**config.mk**
```make
export PLATFORM = sky130hd
export DESIGN_NAME = mix_vg_pipe
export DESIGN_NICKNAME = d
export VERILOG_FILES = /design/src/rtl/mix_vg_pipe.sv
export SDC_FILE = /design/constraint.sdc
export NUM_CORES = 2
export LEC_CHECK = 0
export BUFFER_PORTS_ARGS = -buffer_cell sky130_fd_sc_hd__buf_4
export CAP_MARGIN = 20
export CORE_UTILIZATION = 45
export CTS_CLUSTER_SIZE = 28
export DETAILED_ROUTE_END_ITERATION = 8
export PLACE_DENSITY = 0.6
export RECOVER_POWER = 25
export SYNTH_ARGS = -nofsm -noshare
export SYNTH_HDL_FRONTEND = slang
export SYNTH_SLANG_ARGS = --single-unit
export TNS_END_PERCENT = 100
```
**constraint.sdc**
```tcl
create_clock -name clk -period 6.2 [get_ports clk]
set_input_delay 0.62 -clock clk [delete_from_list [all_inputs] [get_ports clk]]
set_output_delay 0.62 -clock clk [all_outputs]
set_load 0.01 [all_outputs]
```
**src/rtl/mix_vg_pipe.sv**
```systemverilog
// mix_vg_pipe: five-stage, valid/ready flow-controlled G mix with tag passthrough and optional d finalisation.
module mix_vg_pipe #(
  parameter int W = 64,
  parameter int R0 = 60,
  parameter int R1 = 43,
  parameter int R2 = 5,
  parameter int R3 = 18,
  parameter int TAG_W = 8,
  parameter bit FINAL_XOR = 1'b1
) (
  input  logic             clk,
  input  logic             rst_n,
  input  logic             in_valid,
  output logic             in_ready,
  input  logic [W-1:0]     a_i,
  input  logic [W-1:0]     b_i,
  input  logic [W-1:0]     c_i,
  input  logic [W-1:0]     d_i,
  input  logic [W-1:0]     m0,
  input  logic [W-1:0]     m1,
  input  logic [TAG_W-1:0] tag_i,
  output logic             out_valid,
  input  logic             out_ready,
  output logic [W-1:0]     a_o,
  output logic [W-1:0]     b_o,
  output logic [W-1:0]     c_o,
  output logic [W-1:0]     d_o,
  output logic [TAG_W-1:0] tag_o,
  output logic             busy
);
  function automatic logic [W-1:0] rotr(input logic [W-1:0] x, input int n);
    return (x >> n) | (x << (W - n));
  endfunction
  logic [4:0]       v_q;
  logic [W-1:0]     a_q [5];
  logic [W-1:0]     b_q [5];
  logic [W-1:0]     c_q [5];
  logic [W-1:0]     d_q [5];
  logic [W-1:0]     m_q [2];
  logic [TAG_W-1:0] t_q [5];
  logic             adv;
  logic [W-1:0]     a0, d0, c0, b0, a1, d1, c1, b1, p, d2;
  assign adv = ~v_q[4] | out_ready;
  assign a0 = a_i + b_i + m0;
  assign d0 = rotr(d_i ^ a0, R0);
  assign c0 = c_q[0] + d_q[0];
  assign b0 = rotr(b_q[0] ^ c0, R1);
  assign a1 = a_q[1] + b_q[1] + m_q[1];
  assign d1 = rotr(d_q[1] ^ a1, R2);
  assign c1 = c_q[2] + d_q[2];
  assign b1 = rotr(b_q[2] ^ c1, R3);
  always_ff @(posedge clk or negedge rst_n) begin
    if (!rst_n) begin
      v_q <= '0;
      a_q <= '{default: '0};
      b_q <= '{default: '0};
      c_q <= '{default: '0};
      d_q <= '{default: '0};
      m_q <= '{default: '0};
      t_q <= '{default: '0};
    end else if (adv) begin
      v_q <= {v_q[3:0], in_valid};
      a_q <= '{a0, a_q[0], a1, a_q[2], a_q[3]};
      b_q <= '{b_i, b0, b_q[1], b1, b_q[3]};
      c_q <= '{c_i, c0, c_q[1], c1, c_q[3]};
      d_q <= '{d0, d_q[0], d1, d_q[2], d_q[3]};
      m_q <= '{m1, m_q[0]};
      t_q <= '{tag_i, t_q[0], t_q[1], t_q[2], t_q[3]};
    end
  end
  // finalisation is formed from the S5 registers, so a cleared pipe shows d_o = ~0 when enabled
  assign p = a_q[4] ^ b_q[4] ^ c_q[4];
  assign d2 = d_q[4] ^ ~p;
  assign d_o = FINAL_XOR ? d2 ^ p : d_q[4];
  assign a_o = a_q[4];
  assign b_o = b_q[4];
  assign c_o = c_q[4];
  assign tag_o = t_q[4];
  assign out_valid = v_q[4];
  assign in_ready = adv;
  assign busy = |v_q;
endmodule

```
==> impl_metrics.env <==
export IMPL_run_status="complete, but fails checks"
export IMPL_failed_checks="capacitance limit, slew limit"
export IMPL_die_w_um=409.3
export IMPL_ys_flop_type="sky130_fd_sc_hd__dfrtp_1"
export IMPL_grt_first_pass_wirelength_um=392700
export IMPL_critical_path_arrival_ns=5.55
export IMPL_min_path_cells=3
export IMPL_fmax_ghz=0.2070
export IMPL_first_global_vias=58350
export IMPL_design_die_area_mm2=0.1675
export IMPL_ys_types=87
export IMPL_rsz_0062_raised_after_global_routing="false"
export IMPL_timing_rr_start="a_q[216]$_DFFE_PN0P_"
export IMPL_hold_path_class="input port to register"
export IMPL_port_buffer_count=662
export IMPL_post_synth_cell_area_avg_um2=8.705
export IMPL_synth_cells=8575
export IMPL_detailedPlacementHpwl_um=209900
export IMPL_crit_reg2reg_capture="d_q[186]$_DFFE_PN0P_"
export IMPL_post_drt_via_cell_ratio=5.361
export IMPL_synth_async_reset_ratio_pct=100.0
export IMPL_cts_max_level=4
export IMPL_synth_seq_area_share_pct=48.71
export IMPL_worst_setup_path_end_kind="register"
export IMPL_initial_utilization_pct=45.29
export IMPL_layout_drive_gt1_share_pct=11.40
export IMPL_die_height_um=409.3
export IMPL_final_period_minus_worst_setup_slack_ns=4.830
export IMPL_fin_ws_ns=1.370
export IMPL_nets=9748
export IMPL_syn_area_mm2=0.07464
export IMPL_antenna_found_initial=8
export IMPL_holdCritStartpoint="m1[27]"
export IMPL_final_max_tran_viols=198
export IMPL_setup_viol=0
export IMPL_finalHoldViolCount=0
export IMPL_largest_net_degree_at_the_start_of_global_routing=202
export IMPL_synth_enable_flop_cells=0
export IMPL_drcViolationCount=0
export IMPL_synth_net_count=9351
export IMPL_via_count=60490
export IMPL_crit_path_max_fanout=7
export IMPL_worstSkewPairLatency_ns=0.84
export IMPL_globalRoute_totalOverflow=0
export IMPL_worstRegToRegCells=13
export IMPL_final_period_utilization_pct=77.90
export IMPL_cp_required_ns=6.92
export IMPL_std_cell_rows=149
export IMPL_clk_pin_slew_worst_paths_ns=0.06
export IMPL_worstHoldEndpoint="m_q[91]$_DFFE_PN0P_"
export IMPL_crit_path_start_kind="register"
export IMPL_post_dp_cell_area_mm2=0.08002
export IMPL_io_pin_count=663
export IMPL_inserted_clock_buffers=160
export IMPL_ys_seq_elements=1453
export IMPL_cts_repair_resize_count=0
export IMPL_timing_worst_slew_pin_value_ns=3.729
export IMPL_preCtsSetupSlack_ns=0.9646
export IMPL_tritoncts_clock_tree="yes"
export IMPL_routedWlPerCell_um=23.77
export IMPL_critical_path_class="register to register"
export IMPL_detail_route_antenna_nets=0
export IMPL_setup_tns_ns=0
export IMPL_max_slew_margin_pct=-148.6
export IMPL_cts_num_sinks=1453
export IMPL_final_estimated_routing_congestion_in_global_placement=0.9611
export IMPL_routed_wl_um=268200
export IMPL_grtUsageTotal_pct=31.77
export IMPL_clock_tree_root_cell="sky130_fd_sc_hd__clkbuf_16"
export IMPL_first_iter_violations=6166
export IMPL_finalClockSkew_ns=0.04778
export IMPL_drt_pass1_iterations=6
export IMPL_max_clock_path_buffers=3
export IMPL_yosysWarnings=0
export IMPL_design_core_area_mm2=0.1648
export IMPL_r2r_slack_ns=1.37
export IMPL_area_delta_synth_final_pct=16.46
export IMPL_diodes=0
export IMPL_design_area_mm2=0.08692
export IMPL_maxCapViolCount=5
through the flow:
stage	hold WS (ns)	std cells	util [%]
2_1_floorplan	0.3244	8575	-
3_3_place_gp	0.4483	10860	48.55
3_5_place_dp	0.4545	10860	48.55
4_1_cts	0.0004554	11280	52.77
5_1_grt	0.03062	11280	52.74
6_report	0.04976	11280	52.74
cell type report:
cell class	count	area (um2)
Clock buffer	217	4529
Timing Repair Buffer	859	7086
Clock inverter	68	1045
Sequential cell	1453	36360
Tap cell	2189	2739
Multi-Input combinational cell	6345	34580
Inverter	153	581.8
Fill cell	15710	77880
registers in the layout (all words and copies together), names as in the netlist:
name	flops
c_q	256
b_q	256
a_o	64
tag_o	8
a_q	256
b_o	64
t_q	32
c_o	64
v_q	5
m_q	128
d_q	320
per-layer routing:
layer | GRT usage [%] | up-vias | part of all wire (%)
met3 | 4.742 | 265 | 6.6
li1 | - | 28270 | -
met1 | 48.90 | 29880 | 48
met5 | 0 | - | 0.013
met4 | 7.373 | 4 | 2.2
met2 | 46.82 | 2084 | 43
worst max-delay path by stage:
stage,to,startpoint,slack (ns),depth (start not counted)
final,d_q[186]$_DFFE_PN0P_,a_q[216]$_DFFE_PN0P_,1.37,13
after CTS,d_q[186]$_DFFE_PN0P_,a_q[216]$_DFFE_PN0P_,1.41,13
after global routing,b_q[106]$_DFFE_PN0P_,rst_n,0.90,3
after detailed placement,d_q[256]$_DFFE_PN0P_,a_i[1],0.96,16
after global placement,d_q[256]$_DFFE_PN0P_,a_i[1],1.07,16
after floorplan,d_q[319]$_DFFE_PN0P_,a_i[1],2.27,17
synthesized netlist by cell type, types with 12 or more instances:
cell                       count  area [um2]
sky130_fd_sc_hd__nand2_1    3680       13810
sky130_fd_sc_hd__dfrtp_1    1453       36360
sky130_fd_sc_hd__o21ai_0     410        2052
sky130_fd_sc_hd__xnor2_1     386        3381
sky130_fd_sc_hd__clkbuf_1    380        1426
sky130_fd_sc_hd__a21oi_1     346        1732
sky130_fd_sc_hd__ha_1        250        3128
sky130_fd_sc_hd__nor2_1      222       833.3
sky130_fd_sc_hd__buf_4       200        1501
sky130_fd_sc_hd__a21o_1      155        1164
sky130_fd_sc_hd__inv_1       153       574.3
sky130_fd_sc_hd__fa_1        130        2603
sky130_fd_sc_hd__xor2_1      112       980.9
sky130_fd_sc_hd__nand4_1      66       412.9
sky130_fd_sc_hd__o21bai_1     55       412.9
sky130_fd_sc_hd__o21ai_1      40       200.2
sky130_fd_sc_hd__nor3_1       39       195.2
sky130_fd_sc_hd__and3_1       38       237.7
sky130_fd_sc_hd__nand3_1      38       190.2
sky130_fd_sc_hd__a31oi_1      37       231.5
sky130_fd_sc_hd__buf_1        30       112.6
sky130_fd_sc_hd__o21a_1       29       217.7
sky130_fd_sc_hd__nor2b_1      27       168.9
sky130_fd_sc_hd__and2_1       26       162.7
sky130_fd_sc_hd__mux2_2       18       202.7
sky130_fd_sc_hd__o31ai_1      15       112.6
sky130_fd_sc_hd__a211oi_1     13       97.59
sky130_fd_sc_hd__buf_2        12       60.06
sky130_fd_sc_hd__nand2b_1     12       75.07
worst max-delay path: stages, from the launching register on:
cell                       delay, ns
sky130_fd_sc_hd__dfrtp_1        0.48
sky130_fd_sc_hd__fa_1           0.54
sky130_fd_sc_hd__ha_1           0.41
sky130_fd_sc_hd__a21oi_1        0.27
sky130_fd_sc_hd__o21ai_0        0.22
sky130_fd_sc_hd__and3_1         0.23
sky130_fd_sc_hd__or3_1          0.39
sky130_fd_sc_hd__o31ai_2        0.50
sky130_fd_sc_hd__nand2_2        0.25
sky130_fd_sc_hd__a221oi_4       0.39
sky130_fd_sc_hd__a21oi_2        0.11
sky130_fd_sc_hd__o41a_1         0.37
sky130_fd_sc_hd__xnor3_1        0.35
sky130_fd_sc_hd__mux2_2         0.26
logic make-up after synthesis:
logic type	Yosys count	synth area share, %
AND/OR/NAND/NOR	4202	22.09
flip-flops	1453	48.71
AO/OA/AOI/OAI	1235	10.08
buffers and inverters	777	4.953
XOR/XNOR	510	6.211
adder cells (fa/ha/maj)	380	7.677
multiplexers	18	0.2716
repair_timing:
action	CTS	global route
hold endpoints to repair	243	0
setup endpoints to repair	0	0
setup buffers	0	0
hold buffers	138	0
cell usage in the layout, fill, tap and decap left out, types with 12 or more instances in the layout:
cell type	count
sky130_fd_sc_hd__a211oi_1	13
sky130_fd_sc_hd__a21o_1	155
sky130_fd_sc_hd__a21oi_1	346
sky130_fd_sc_hd__a31oi_1	37
sky130_fd_sc_hd__and2_1	26
sky130_fd_sc_hd__and3_1	38
sky130_fd_sc_hd__buf_12	25
sky130_fd_sc_hd__buf_4	689
sky130_fd_sc_hd__bufinv_16	16
sky130_fd_sc_hd__clkbuf_1	30
sky130_fd_sc_hd__clkbuf_16	161
sky130_fd_sc_hd__clkbuf_8	29
sky130_fd_sc_hd__clkinv_2	22
sky130_fd_sc_hd__dfrtp_1	1453
sky130_fd_sc_hd__dlygate4sd3_1	138
sky130_fd_sc_hd__fa_1	130
sky130_fd_sc_hd__ha_1	250
sky130_fd_sc_hd__inv_1	152
sky130_fd_sc_hd__mux2_2	18
sky130_fd_sc_hd__nand2_1	3680
sky130_fd_sc_hd__nand2b_1	12
sky130_fd_sc_hd__nand3_1	38
sky130_fd_sc_hd__nand4_1	66
sky130_fd_sc_hd__nor2_1	222
sky130_fd_sc_hd__nor2b_1	27
sky130_fd_sc_hd__nor3_1	39
sky130_fd_sc_hd__o21a_1	29
sky130_fd_sc_hd__o21ai_0	410
sky130_fd_sc_hd__o21ai_1	40
sky130_fd_sc_hd__o21bai_1	55
sky130_fd_sc_hd__o31ai_1	15
sky130_fd_sc_hd__xnor2_1	386
sky130_fd_sc_hd__xor2_1	112
Power is left out: the tool's default activity adds up to more than one toggle a clock period on the data nets, which glitch-free logic cannot reach.
